<file path="src/rtl/branch_cmp_pkg.sv">
// Shared types and default sizes for the serial branch comparator.
package branch_cmp_pkg;

  localparam int BRANCH_XLEN    = 32;
  localparam int BRANCH_DIGIT_W = 4;

  typedef enum logic [1:0] {
    IDLE = 2'd0,
    RUN  = 2'd1,
    DONE = 2'd2
  } cmp_state_t;

endpackage

</file>
<file path="src/rtl/branch_cmp_serial_digit_cmp.sv">
// Combinational equal / unsigned-less-than compare of one operand digit pair.
module digit_cmp #(
  parameter int DIGIT_W = 4
) (
  input  logic [DIGIT_W-1:0] a_i,
  input  logic [DIGIT_W-1:0] b_i,
  output logic               eq_o,
  output logic               lt_u_o
);

  assign eq_o   = (a_i == b_i);
  assign lt_u_o = (a_i < b_i);

endmodule

</file>
<file path="src/rtl/branch_cmp_serial.sv">
// Serial MSB-first operand comparator producing zero / signed-lt / unsigned-lt flags.
// Define BRANCH_CMP_EARLY_EXIT_EN to finish as soon as the first differing digit is seen.
module branch_cmp_serial
  import branch_cmp_pkg::*;
#(
  parameter int XLEN    = BRANCH_XLEN,
  parameter int DIGIT_W = BRANCH_DIGIT_W
) (
  input  logic            clk,
  input  logic            rst,
  input  logic            start,
  input  logic [XLEN-1:0] rs1,
  input  logic [XLEN-1:0] rs2,
  output logic            busy,
  output logic            done,
  output logic            zero,
  output logic            less_than,
  output logic            less_than_u
);

  localparam int NDIG  = XLEN / DIGIT_W;
  localparam int IDX_W = (NDIG > 1) ? $clog2(NDIG) : 1;

  generate
    if (XLEN % DIGIT_W != 0) begin : g_bad_width
      $error("branch_cmp_serial: XLEN must be a multiple of DIGIT_W");
    end
  endgenerate

  cmp_state_t state_q, state_d;
  logic [IDX_W-1:0] idx_q, idx_d;
  logic [XLEN-1:0] a_q, a_d, b_q, b_d;
  logic diff_q, diff_d, ltuTrk_q, ltuTrk_d;
  logic zero_q, zero_d, lt_q, lt_d, ltu_q, ltu_d;

  logic [NDIG-1:0][DIGIT_W-1:0] aDigits, bDigits;
  logic digEq, digLtu;
  logic diffNow, ltuNow, exitRun;

  assign aDigits = a_q;
  assign bDigits = b_q;

  digit_cmp #(.DIGIT_W(DIGIT_W)) u_digit_cmp (
    .a_i   (aDigits[idx_q]),
    .b_i   (bDigits[idx_q]),
    .eq_o  (digEq),
    .lt_u_o(digLtu)
  );

  always_ff @(posedge clk) begin
    if (rst) begin
      state_q  <= IDLE;
      idx_q    <= '0;
      a_q      <= '0;
      b_q      <= '0;
      diff_q   <= 1'b0;
      ltuTrk_q <= 1'b0;
      zero_q   <= 1'b0;
      lt_q     <= 1'b0;
      ltu_q    <= 1'b0;
    end else begin
      state_q  <= state_d;
      idx_q    <= idx_d;
      a_q      <= a_d;
      b_q      <= b_d;
      diff_q   <= diff_d;
      ltuTrk_q <= ltuTrk_d;
      zero_q   <= zero_d;
      lt_q     <= lt_d;
      ltu_q    <= ltu_d;
    end
  end

  // Once a differing digit is recorded, lower digits can no longer change the decision.
  always_comb begin
    state_d  = state_q;
    idx_d    = idx_q;
    a_d      = a_q;
    b_d      = b_q;
    diff_d   = diff_q;
    ltuTrk_d = ltuTrk_q;
    zero_d   = zero_q;
    lt_d     = lt_q;
    ltu_d    = ltu_q;
    diffNow  = diff_q | ~digEq;
    ltuNow   = diff_q ? ltuTrk_q : digLtu;
    exitRun  = 1'b0;

    case (state_q)
      RUN: begin
        diff_d   = diffNow;
        ltuTrk_d = ltuNow;
        idx_d    = idx_q - IDX_W'(1);
`ifdef BRANCH_CMP_EARLY_EXIT_EN
        exitRun  = (idx_q == '0) | diffNow;
`else
        exitRun  = (idx_q == '0);
`endif
        if (exitRun) begin
          state_d = DONE;
          zero_d  = ~diffNow;
          ltu_d   = diffNow & ltuNow;
          lt_d    = (a_q[XLEN-1] ^ b_q[XLEN-1]) ? a_q[XLEN-1] : (diffNow & ltuNow);
        end
      end
      default: begin
        if (state_q == DONE) state_d = IDLE;
        if (start) begin
          a_d      = rs1;
          b_d      = rs2;
          diff_d   = 1'b0;
          ltuTrk_d = 1'b0;
          idx_d    = IDX_W'(NDIG - 1);
          state_d  = RUN;
        end
      end
    endcase
  end

  assign busy        = (state_q == RUN);
  assign done        = (state_q == DONE);
  assign zero        = zero_q;
  assign less_than   = lt_q;
  assign less_than_u = ltu_q;

endmodule

</file>
<file path="config.mk">
export PLATFORM = sky130hd
export DESIGN_NAME = branch_cmp_serial
export DESIGN_NICKNAME = d
export VERILOG_FILES = /design/src/rtl/branch_cmp_pkg.sv /design/src/rtl/branch_cmp_serial_digit_cmp.sv /design/src/rtl/branch_cmp_serial.sv
export SDC_FILE = /design/constraint.sdc
export NUM_CORES = 1
export LEC_CHECK = 0
export CAP_MARGIN = 25
export CORE_UTILIZATION = 28
export CTS_CLUSTER_DIAMETER = 100
export DETAILED_ROUTE_END_ITERATION = 8
export PLACE_DENSITY = 0.54
export SYNTH_ARGS = -nofsm -noshare
export SYNTH_HDL_FRONTEND = slang
export SYNTH_SLANG_ARGS = --single-unit
</file>
<file path="constraint.sdc">
create_clock -name clk -period 2.4 [get_ports clk]
set_input_delay 0.6 -clock clk [delete_from_list [all_inputs] [get_ports clk]]
set_output_delay 0.6 -clock clk [all_outputs]
set_load 0.01 [all_outputs]
</file>
==> reports/metrics.yaml <==
cts_root_buffer: "clkbuf_16"
status: "finished, violations left"
hold_path_class: "flip-flop to flip-flop"
antenna_found_initial: 0
wl_mm: 7.59
skew_ps: 5.55
hold_viol_final: 0
synth_seq_cells: 74
postPlaceCellArea_um2: 4110
cp_slowest_cell: "or4_4"
synth_cell_type_count: 28
maxSlewHeadroom: 0.676
min_period_ps: 2430
maxSlewViolCount: 0
clock_latency_ps: 330
syn_inst: 367
gp_congestion: 0.821
fill_cells: 1067
synth_nets: 440
cts_hold_buf: 0
grt-ovfl-total: 0
ys_seq_area_frac: 0.463
core_um2: 11000
violations: "setup timing"
drive_above_1_share: 0.159
io_buffers: 71
cts_sinks: 74
cap_viol_max_count: 0
synth_top_family_by_area: "simple AND/OR/NAND/NOR gates"
dr.pass1.iters: 5
worstMarginPinSlew_ps: 487
ir_drop_mv: 0.289
crit_arrival_ps: 2690
pre_cts_ws_ps: -154
syn2layout_area_growth_pct: 41.4
via_count: 2688
grt_pass1_vias: 2550
synth_xor_area_frac: 0
synth-main-ff-cell: "dfxtp_1"
rows: 38
antenna-diode-count: 0
cts_buffers: 9
synthSimpleGateAreaFrac: 0.193
final_cell_area_um2: 4530
die_height_um: 109
setup.worst_path.class: "flip-flop to flip-flop"
cp-end-kind: "flip-flop"
drt_iter0_markers: 107
grt_setup_unrepaired: "true"
synth_compound_area_frac: 0.131
finalWorstSetupSlack_ps: -30.0
powerDensity_nw_per_um2: 731
grt_use_total: 0.138
final_common_cell: "nand2_1"
avgSynthCellArea_um2: 8.72
worstPathRequired_ps: 2660
final_nets: 509
vias_per_cell: 4.63
fp.dieW_um: 109
post-route-period-util: 1.01
setup_viol: 1
crit_chain: "buf_12 > mux4_2 > mux2_4 > ha_4 > nand3b_1 > nor2_2 > or4_4 > a21oi_2"
cts_tree: "built"
cp_max_fo: 8
die-area_um2: 11900
p_leak_uw: 0.00167
fmax_ghz: 0.412
cp_slowest_stage_delay_ps: 510
async_reset_ff_frac: 0
synth_area_um2: 3200
io_pins: 72
detail-route-antenna-nets: 0
p_total_uw: 3310
drc: 0
grt_start_max_net_pins: 43
yosys_warnings: 0
wl_per_cell_um: 13.1
grt_first_pass_wirelength_mm: 12.5
clk_pin_slew_ps: 50
synthMuxAreaShare: 0.146
timing.hold.ws_ps: 456
cts_buffer_depth: 2
setup.worst_path.start_class: "flip-flop"
final_cell_mix: "129 x nand2_1, 73 x dfxtp_1, 70 x clkdlybuf4s50_1"
ctsHtreeMaxLevel: 3
start_util: 0.292
synth_fa_ha_area_frac: 0.0234
hpwlAfterDp_mm: 5.73
synth_edf_count: 0
==> worst max-delay path: cells and delay by family, from the launching register on <==
family / cells / cell delay, ps
fa+ha+maj: 1 / 220
buf+inv: 1 / 130
flops: 1 / 360
mux: 2 / 800
simple gates: 3 / 730
compound gates: 1 / 120
==> cell usage after synthesis (all sizes together), types with 4 or more instances <==
cell type	instances	area share
ha	6	0.023
mux4	16	0.11
clkbuf	18	0.021
dfxtp	74	0.46
mux2i	5	0.016
nand2	131	0.15
inv	5	0.0059
a21oi	71	0.11
buf	9	0.015
nand3b	4	0.013
mux2	5	0.018
nor2	5	0.0059
==> flip-flops by register name (all words and copies together) (netlist names) <==
signal       count
state_q          2
ltuTrk_q         1
less_than        1
less_than_u      1
zero             1
idx_q            3
diff_q           1
bDigits         32
aDigits         32
==> logic make-up after synthesis <==
logic type      Yosys count
compound gates           79
simple gates            149
fa+ha+maj                 6
mux                      26
buf+inv                  33
flops                    74
==> path summary, 6_finish.rpt <==
check | start | end | slack (ps) | cells past startpoint
worst max register to register | idx_q[0]$_SDFFE_PP0N_ | less_than_u$_SDFFE_PP0P_ | -30 | 8
worst min register to register | aDigits[16]$_SDFFE_PP0P_ | aDigits[16]$_SDFFE_PP0P_ | 460 | 2
worst max-delay path | idx_q[0]$_SDFFE_PP0N_ | less_than_u$_SDFFE_PP0P_ | -30 | 8
worst min-delay path | aDigits[16]$_SDFFE_PP0P_ | aDigits[16]$_SDFFE_PP0P_ | 460 | 2
==> area by class of cell <==
class / count / area, µm² / area share
multi-input cells: 260 / 1680 / 0.370
flip-flops and latches: 74 / 1490 / 0.328
repair buffers: 85 / 868 / 0.192
clock buffers: 10 / 239 / 0.0528
well taps: 140 / 175 / 0.0387
clock inverters: 5 / 55.1 / 0.0122
inverters: 6 / 27.5 / 0.00608
==> per-layer routing <==
layer  part of all wire  routed length (µm)  vias up  GRT usage
li1                   -                   -     1385          -
met3              0.041                 313        9     0.0323
met4              0.015                 115        0     0.0550
met2               0.46                3460       53      0.211
met5                  0                   0        -          0
met1               0.49                3700     1241      0.186
==> what timing repair did <==
action / in CTS / in global routing
setup buffers: 1 / 1
setup endpoints to repair: 2 / 3
gates resized for setup: 14 / 6
pin swaps: 7 / 3
==> power breakdown <==
group / internal (µW) / switching, µW
Sequential: 1320 / 56.7
Clock: 822 / 480
Combinational: 348 / 289
Total: 2480 / 826
==> through the flow <==
stage / TNS (ps) / cells / util
final: -30.0 / 580 / 0.412
after global routing: -215 / 580 / 0.412
after CTS: -66.1 / 579 / 0.409
after detailed placement: -274 / 563 / 0.374
after global placement: -96.9 / 563 / 0.374
after floorplan: 0 / 367 / -
Note: power is estimated with default switching activity, not from simulation.
